## src/rtl/edge_gen_pkg.sv

```systemverilog
// Shared types and default widths for the edge generator.
// Optional edge-flag outputs are enabled with EDGE_GEN_EDGE_FLAGS_EN.
package edge_gen_pkg;

   localparam int CNT_W_DEF = 8;
   localparam int NP_W_DEF  = 4;

   typedef enum logic [1:0] {
      IDLE = 2'd0,
      HIGH = 2'd1,
      LOW  = 2'd2
   } state_t;

endpackage

```

## src/rtl/edge_gen_counter.sv

```systemverilog
// Loadable down-counter with a zero flag; saturates at zero instead of wrapping.
module edge_gen_counter #(
   parameter int W = 8
) (
   input  logic         clk,
   input  logic         rst,
   input  logic         i_clr,
   input  logic         i_load,
   input  logic [W-1:0] i_load_val,
   input  logic         i_dec,
   output logic         o_zero
);

   logic [W-1:0] r_cnt;

   // NOTE: state registers use non-blocking assignments so every flop samples
   // pre-edge values regardless of process ordering in simulation.
   always_ff @(posedge clk or posedge rst) begin
      if (rst) begin
         r_cnt <= '0;
      end else if (i_clr) begin
         r_cnt <= '0;
      end else if (i_load) begin
         r_cnt <= i_load_val;
      end else if (i_dec && (r_cnt != '0)) begin
         r_cnt <= r_cnt - W'(1);
      end
   end

   assign o_zero = (r_cnt == '0);

endmodule

```

## src/rtl/edge_generator.sv

```systemverilog
// Pulse-train generator: num_pulses high phases separated by low phases.
// Define EDGE_GEN_EDGE_FLAGS_EN to add the registered pulse_out_p/pulse_out_n edge flags.
module edge_generator
   import edge_gen_pkg::*;
#(
   parameter int CNT_W = CNT_W_DEF,
   parameter int NP_W  = NP_W_DEF
) (
   input  logic             clk,
   input  logic             rst,
   input  logic             start,
   input  logic             abort,
   input  logic [CNT_W-1:0] high_len,
   input  logic [CNT_W-1:0] low_len,
   input  logic [NP_W-1:0]  num_pulses,
   output logic             sig_out,
   output logic             busy,
   output logic             done
`ifdef EDGE_GEN_EDGE_FLAGS_EN
   ,
   output logic             pulse_out_p,
   output logic             pulse_out_n
`endif
);

   // Counters hold (length - 1) so a phase ends on the cycle its counter reads zero;
   // a length of 0 therefore behaves exactly like a length of 1.
   function automatic logic [CNT_W-1:0] phase_load(input logic [CNT_W-1:0] len);
      return (len == '0) ? '0 : len - CNT_W'(1);
   endfunction

   state_t           r_state;
   logic             r_sig_out;
   logic             r_busy;
   logic             r_done;
   logic [CNT_W-1:0] r_high_len;
   logic [CNT_W-1:0] r_low_len;
   logic [NP_W-1:0]  r_pulses;

   logic             w_in_idle;
   logic             w_in_high;
   logic             w_in_low;
   logic             w_accept;
   logic             w_last;
   logic             w_hi_zero;
   logic             w_lo_zero;
   logic             w_hi_load;
   logic             w_lo_load;
   logic             w_fall;
   logic [CNT_W-1:0] w_hi_src;
   logic [CNT_W-1:0] w_hi_load_val;
   logic [CNT_W-1:0] w_lo_load_val;

   assign w_in_idle = (r_state == IDLE);
   assign w_in_high = (r_state == HIGH);
   assign w_in_low  = (r_state == LOW);

   // abort outranks start, and a zero-length train never leaves IDLE.
   assign w_accept  = start & ~abort & (num_pulses != '0);
   assign w_last    = (r_pulses == NP_W'(1));

   // On the accepting edge the lengths are not latched yet, so use the live inputs.
   assign w_hi_src      = w_in_idle ? high_len : r_high_len;
   assign w_hi_load_val = phase_load(w_hi_src);
   assign w_lo_load_val = phase_load(r_low_len);

   assign w_hi_load = (w_in_idle & w_accept) | (w_in_low & ~abort & w_lo_zero);
   assign w_lo_load = w_in_high & ~abort & w_hi_zero & ~w_last;
   assign w_fall    = w_in_high & (abort | w_hi_zero);

   edge_gen_counter #(.W(CNT_W)) u_high_cnt (
      .clk        (clk),
      .rst        (rst),
      .i_clr      (abort),
      .i_load     (w_hi_load),
      .i_load_val (w_hi_load_val),
      .i_dec      (w_in_high),
      .o_zero     (w_hi_zero)
   );

   edge_gen_counter #(.W(CNT_W)) u_low_cnt (
      .clk        (clk),
      .rst        (rst),
      .i_clr      (abort),
      .i_load     (w_lo_load),
      .i_load_val (w_lo_load_val),
      .i_dec      (w_in_low),
      .o_zero     (w_lo_zero)
   );

   always_ff @(posedge clk or posedge rst) begin
      if (rst) begin
         r_state    <= IDLE;
         r_sig_out  <= 1'b0;
         r_busy     <= 1'b0;
         r_done     <= 1'b0;
         r_high_len <= '0;
         r_low_len  <= '0;
         r_pulses   <= '0;
      end else begin
         r_done <= 1'b0;
         case (r_state)
            IDLE: begin
               if (start && !abort) begin
                  if (num_pulses != '0) begin
                     r_state    <= HIGH;
                     r_sig_out  <= 1'b1;
                     r_busy     <= 1'b1;
                     r_high_len <= high_len;
                     r_low_len  <= low_len;
                     r_pulses   <= num_pulses;
                  end else begin
                     r_done <= 1'b1;
                  end
               end
            end
            HIGH: begin
               if (abort) begin
                  r_state   <= IDLE;
                  r_sig_out <= 1'b0;
                  r_busy    <= 1'b0;
                  r_pulses  <= '0;
               end else if (w_hi_zero) begin
                  r_sig_out <= 1'b0;
                  if (w_last) begin
                     r_state  <= IDLE;
                     r_busy   <= 1'b0;
                     r_done   <= 1'b1;
                     r_pulses <= '0;
                  end else begin
                     r_state  <= LOW;
                     r_pulses <= r_pulses - NP_W'(1);
                  end
               end
            end
            LOW: begin
               if (abort) begin
                  r_state  <= IDLE;
                  r_busy   <= 1'b0;
                  r_pulses <= '0;
               end else if (w_lo_zero) begin
                  r_state   <= HIGH;
                  r_sig_out <= 1'b1;
               end
            end
            default: begin
               r_state   <= IDLE;
               r_sig_out <= 1'b0;
               r_busy    <= 1'b0;
            end
         endcase
      end
   end

   assign sig_out = r_sig_out;
   assign busy    = r_busy;
   assign done    = r_done;

`ifdef EDGE_GEN_EDGE_FLAGS_EN
   logic r_pulse_p;
   logic r_pulse_n;

   // Every rise coincides with a high-counter load; reset clears sig_out without a flag.
   always_ff @(posedge clk or posedge rst) begin
      if (rst) begin
         r_pulse_p <= 1'b0;
         r_pulse_n <= 1'b0;
      end else begin
         r_pulse_p <= w_hi_load;
         r_pulse_n <= w_fall;
      end
   end

   assign pulse_out_p = r_pulse_p;
   assign pulse_out_n = r_pulse_n;
`endif

endmodule

```

## config.mk

```make
export PLATFORM = sky130hd
export DESIGN_NAME = edge_generator
export DESIGN_NICKNAME = d
export VERILOG_FILES = /design/src/rtl/edge_gen_pkg.sv /design/src/rtl/edge_gen_counter.sv /design/src/rtl/edge_generator.sv
export SDC_FILE = /design/constraint.sdc
export NUM_CORES = 1
export LEC_CHECK = 0
export ABC_AREA = 1
export CAP_MARGIN = 20
export CORE_MARGIN = 1
export CORE_UTILIZATION = 49
export DETAILED_ROUTE_END_ITERATION = 7
export PLACE_DENSITY = 0.77
export SYNTH_ARGS = -nofsm -noshare
export SYNTH_HDL_FRONTEND = slang
export SYNTH_SLANG_ARGS = --single-unit
```

## constraint.sdc

```tcl
create_clock -name clk -period 2.3 [get_ports clk]
set_input_delay 0.69 -clock clk [delete_from_list [all_inputs] [get_ports clk]]
set_output_delay 0.69 -clock clk [all_outputs]
set_load 0.01 [all_outputs]
```

==> results.toml, run 1 <==
[logic_synthesis]
ys_warn_count = 0
async_flop_share_pct = 100.0
ys_types = 31
synth_top_area_cell = "dfrtp_1"
synth_most_common_cell = "nand2_1"
synth_area_leaders = "dfrtp_1 (34%), nand2_1 (18%), nand3_1 (7.4%), inv_1 (6.7%), ha_1 (5.5%)"
syn_area_per_cell_um2 = 6.925
ys_ff_latch = 41
synth_area_um2 = 2978
synth_flop_cell = "dfrtp_1"
synth_edf_count = 0
synth_nets = 467
syn_inst = 430
ys_seq_area_share_pct = 34.45
synth_top_area_share_pct = 34.45
netlist_top_cells_count = "nand2_1 (144), inv_1 (53), nand3_1 (44)"

[cts]
postCtsSetupBuffers = 0
cts_buffer_depth = 2
htreeDepth = 2
clk_latency_ns = 0.30
clkTransAtPathRegs_ns = 0.08
numCtsBuffers = 5
cts_tree = "yes"
cts_sinks = 41
cts_hold_buf = 0
cts_root_buf = "clkbuf_8"

[run_status]
status = "completed"

[setup_path]
rrSetupSlack_ns = 0.23
start_kind = "register"
path_cells = "inv_1 > ha_2 > buf_6 > nand2_1 > nand2_1 > ha_1 > nand2_1 > nor2_1 > nand3_1 > nand3_1 > nand2_1 > nand2_1 > nand2_1"
critical_path_class = "register to register"
cp_data_arrival_time_ns = 2.26
cp-end-kind = "register"
cp_max_fo = 15
cpMostUsedCell = "nand2_1"
max_stage_delay_ns = 0.43
slowest_stage = "dfrtp_1"
crit_required_ns = 2.49

[flow_run]
maxCapViolCount = 0

[power_and_ir_drop]
vdd_drop_max_uv = 718.0
sequentialPowerShare_pct = 25.4
p_sw_share_pct = 49.06
total_power_w = 0.005247
p_int_w = 0.002673
clockPowerShare_pct = 11.6
p_per_area_nw_per_um2 = 1508
p_switching_w = 0.002574
combPwrFrac_pct = 63.0
leakagePower_nw = 1.774

[die]
die_h_um = 79.96
io_pins = 27
fp.dieW_um = 79.96
fp-row-count = 28
initial_core_util_pct = 50.60
dieArea_um2 = 6393
placeableCoreArea_um2 = 5886

[grt]
grt_pass1_wl_um = 11070
antenna_found_initial = 0
overflow = 0
grt_use_total_pct = 22.17
grt_pass1_vias = 2629
grt_max_degree = 42

[layout]
area_growth_pct = 16.85
nets = 503
diodes = 0
finalInstanceArea_um2 = 3480
drive_gt1_share_pct = 8.994
ff_latch_area_um2 = 1026
multi_input_area_um2 = 1675
fill_cells = 570

[drt]
viasPerCell = 5.137
dr.pass1.iters = 4
drc = 0
first_iter_violations = 111
wl_per_cell_um = 11.69
ant_nets = 0
vias = 2784
wirelength_um = 6337

[sta]
setup_slack_ns = 0.2290
post-route-min-period_ns = 2.071
worst_slew_pin_slew_ns = 0.6282
clock.fmax_mhz = 482.9
finClkSkew_ns = 0.009194
hold_viol = 0
finalCritPeriodShare_pct = 90.04
rsz0062_at_grt = "no"
final-max-slew-violation-count = 0
slew_headroom_pct = 57.80
setup_viol = 0

[hold_path]
min_path_type = "register to register"

[placed_design]
pre_cts_slack_ns = -0.04048
placed_cell_area_um2 = 3352
gp_congestion = 0.8458
hpwl_um = 4875
port_buffers = 26
-- layout by cell type, fill, tap and decap left out, types with 2 or more instances in the layout --
cell type and n:
nand2_1 143, buf_4 10, nand2_2 4, dfrtp_1 41, a21oi_1 10, o21ai_1 9, nor2_4 3, nand2_4 3
o22ai_1 2, nor3_1 5, ha_1 12, inv_1 53, nor2_1 37, nand4_1 4, clkdlybuf4s50_1 26, xor2_1 8
nor2_2 4, nand3_1 44, a21oi_4 3, clkbuf_8 6, xnor2_1 5, o21ai_0 18, o211ai_1 3, inv_4 3
-- path summary, 6_finish.rpt --
| path | from | to | cells after the start |
|---|---|---|---|
| max | r_state[0] | u_high_cnt.r_cnt[6] | 13 |
| max reg2reg | r_state[0] | u_high_cnt.r_cnt[6] | 13 |
| max in group asynchronous | rst | u_high_cnt.r_cnt[0] | 3 |
| min in group asynchronous | rst | u_low_cnt.r_cnt[3] | 3 |
| min reg2reg | u_low_cnt.r_cnt[5] | u_low_cnt.r_cnt[5] | 2 |
| min | u_low_cnt.r_cnt[5] | u_low_cnt.r_cnt[5] | 2 |
-- power by group through the flow --
stage	clock, W	combinational, W	sequential, W
2_1_floorplan	0	0.00264	0.00128
3_3_place_gp	0	0.00319	0.00133
3_5_place_dp	0	0.00326	0.00134
4_1_cts	0.000621	0.00329	0.00133
5_1_grt	0.000660	0.00380	0.00137
6_report	0.000611	0.00331	0.00133
-- kinds of logic (layout without fill, tap and decap cells) --
kind of cell,Yosys count,count (layout),synth area share (%)
buffers and inverters,65,102,9.454
and+or+nand+nor,249,249,36.64
AOI/OAI and AO/OA,48,48,9.790
adders and majority gates,13,13,5.462
muxes,1,1,0.3781
xor gates and xnor gates,13,13,3.824
DFF,41,41,34.45
-- flip-flops by register name (all words and copies together), names as in the netlist --
name	cells
r_state	2
r_high_len	8
r_low_len	8
done	1
r_pulses	4
u_low_cnt.r_cnt	8
u_high_cnt.r_cnt	8
busy	1
sig_out	1
-- routing by layer --
| layer | vias up | part of all wire, % | GRT usage, % |
|---|---|---|---|
| met5 | - | 0 | 0 |
| met4 | 0 | 2.2 | 7.857 |
| met3 | 12 | 2.7 | 4.000 |
| met2 | 47 | 48 | 38.38 |
| met1 | 1291 | 47 | 27.44 |
| li1 | 1434 | - | - |
-- final cells by class --
class / instances / share of cell area [%]
clock buffer: 7 / 2.481
clock inverter: 1 / 0.8630
inverter: 57 / 6.365
multi-input combinational: 324 / 48.15
sequential: 41 / 29.49
tap: 75 / 2.697
timing repair buffer: 37 / 9.960
-- worst max-delay path: cells and delay by family, from the launching register on --
family,cells,cell delay [ns]
adder cells (fa/ha/maj),2,0.44
buffers and inverters,2,0.28
flip-flops,1,0.43
AND/OR/NAND/NOR,9,0.81
-- through the flow --
stage	util, %	hold WS, ns	instances	TNS, ns
4_1_cts	58.93	0.4876	542	0
3_3_place_gp	56.95	0.4625	534	0
2_1_floorplan	-	0.4422	430	0
6_report	59.12	0.4857	542	0
3_5_place_dp	56.95	0.4652	534	-0.1580
5_1_grt	59.12	0.5255	542	0
-- timing repair --
action                                  4_1_cts  5_1_grt
endpoints found under the setup margin        0        7
resized for setup                             0        4
hold endpoints to repair                      0        0
(Power assumes the default switching activity.)
==> run 2, diff against run 1 <==
Settings changed: SETUP_SLACK_MARGIN from default to 0.05, SKIP_CTS_REPAIR_TIMING from default to 1.
==> results.toml, run 2 (synthesis gave the netlist of run 1 again) <==
[die]
initial_core_util_pct = 50.60
die_h_um = 79.96
dieArea_um2 = 6393
fp-row-count = 28
io_pins = 27
placeableCoreArea_um2 = 5886
fp.dieW_um = 79.96

[power_and_ir_drop]
sequentialPowerShare_pct = 25.3
clockPowerShare_pct = 11.6
p_sw_share_pct = 49.08
vdd_drop_max_uv = 717.4
combPwrFrac_pct = 63.0
p_int_w = 0.002674
leakagePower_nw = 1.774
p_per_area_nw_per_um2 = 1508
p_switching_w = 0.002578

[layout]
layout_commonest_cell = "nand2_1"
nets = 503
drive_gt1_share_pct = 9.208
area_growth_pct = 16.93
diodes = 0
finalInstanceArea_um2 = 3482
final_cell_mix = "nand2_1 (143), inv_1 (53), nand3_1 (44)"

[placed_design]
placed_cell_area_um2 = 3352
port_buffers = 26
hpwl_um = 4875
gp_congestion = 0.8458

[sta]
clock.fmax_mhz = 484.1
slew_headroom_pct = 57.80
rsz0062_at_grt = "yes"
setup_viol = 0
hold_viol = 0
worst_slew_pin_slew_ns = 0.6282
post-route-min-period_ns = 2.066
fin_setup_tns_ns = 0
finClkSkew_ns = 0.009193
finalCritPeriodShare_pct = 89.81
final-max-slew-violation-count = 0

[setup_path]
critical_path_class = "register to register"
crit_required_ns = 2.53
cp_data_arrival_time_ns = 2.30
cp-end-kind = "register"
start_kind = "register"
cp_max_fo = 15

[cts]
clkTransAtPathRegs_ns = 0.08
cts_tree = "yes"
cts_buffer_depth = 2
numCtsBuffers = 5
cts_root_buf = "clkbuf_8"
clk_latency_ns = 0.30
htreeDepth = 2
cts_sinks = 41

[flow_run]
maxCapViolCount = 0

[grt]
grt_max_degree = 42
grt_pass1_wl_um = 11070
overflow = 0
grt_use_total_pct = 22.17
grt_pass1_vias = 2629
antenna_found_initial = 0

[run_status]
status = "completed"

[drt]
ant_nets = 0
first_iter_violations = 115
dr.pass1.iters = 4
viasPerCell = 5.137
wirelength_um = 6346
wl_per_cell_um = 11.71
vias = 2784
drc = 0

[hold_path]
min_path_type = "register to register"
run 2: cell counts in the layout (fill, tap and decap cells not counted):
Identical to the previous run, type by type.
run 2: layout make-up:
cell class | count | area [µm²]
Fill cell | 568 | 2404
Inverter | 57 | 221.5
Multi-Input combinational cell | 324 | 1678
Clock inverter | 1 | 30.03
Sequential cell | 41 | 1026
Clock buffer | 7 | 86.33
Timing Repair Buffer | 37 | 346.6
Tap cell | 75 | 93.84
run 2: worst paths after layout:
path                                    start             endpoint  slack, ns  cells past startpoint
max                                r_state[0]  u_high_cnt.r_cnt[0]       0.23                     14
min                        u_low_cnt.r_cnt[5]   u_low_cnt.r_cnt[5]       0.49                      2
max reg2reg                        r_state[0]  u_high_cnt.r_cnt[0]       0.23                     14
min reg2reg                u_low_cnt.r_cnt[5]   u_low_cnt.r_cnt[5]       0.49                      2
max in group asynchronous                 rst  u_high_cnt.r_cnt[0]       1.11                      3
min in group asynchronous                 rst   u_low_cnt.r_cnt[3]       0.82                      3
run 2: power by group through the flow:
stage          combinational [W]  sequential (W)  clock (W)
2_1_floorplan            0.00264         0.00128          0
3_3_place_gp             0.00319         0.00133          0
3_5_place_dp             0.00326         0.00134          0
4_1_cts                  0.00329         0.00133   0.000621
5_1_grt                  0.00380         0.00137   0.000660
6_report                 0.00331         0.00133   0.000610
run 2: metrics by stage:
stage / hold WS (ns) / total power (W) / utilization, % / cells / worst slack, ns
final: 0.4857 / 0.005252 / 59.16 / 542 / 0.2343
after global routing: 0.5255 / 0.005838 / 59.16 / 542 / 0.03866
after CTS: 0.4876 / 0.005232 / 58.93 / 542 / 0.1531
after detailed placement: 0.4652 / 0.004602 / 56.95 / 534 / -0.04048
after global placement: 0.4625 / 0.004516 / 56.95 / 534 / 0.001515
after floorplan: 0.4422 / 0.003916 / - / 430 / 0.3381
run 2: worst max-delay path, stage by stage (launching register included):
cell and delay [ns]:
dfrtp_1 0.43, inv_1 0.10, ha_2 0.24, buf_6 0.18, nand2_1 0.06, nand2_1 0.11, inv_1 0.09, ha_1 0.20
nand3_1 0.10, nor2_1 0.06, nand2_2 0.12, nand3_1 0.09, o21ai_1 0.10, nand2_1 0.07, nand2_1 0.06
run 2: routing by layer:
metal | wire length, µm | GRT usage [%]
met5 | 0 | 0
met4 | 138 | 7.857
met3 | 183 | 4.000
met2 | 3061 | 38.38
met1 | 2962 | 27.44
==> run 3, diff against run 2 <==
Settings changed: ABC_CLOCK_PERIOD_IN_PS from default to 2300.
==> results of run 3 <==
The final DEF is identical to that of run 2; final timing and power are the same.
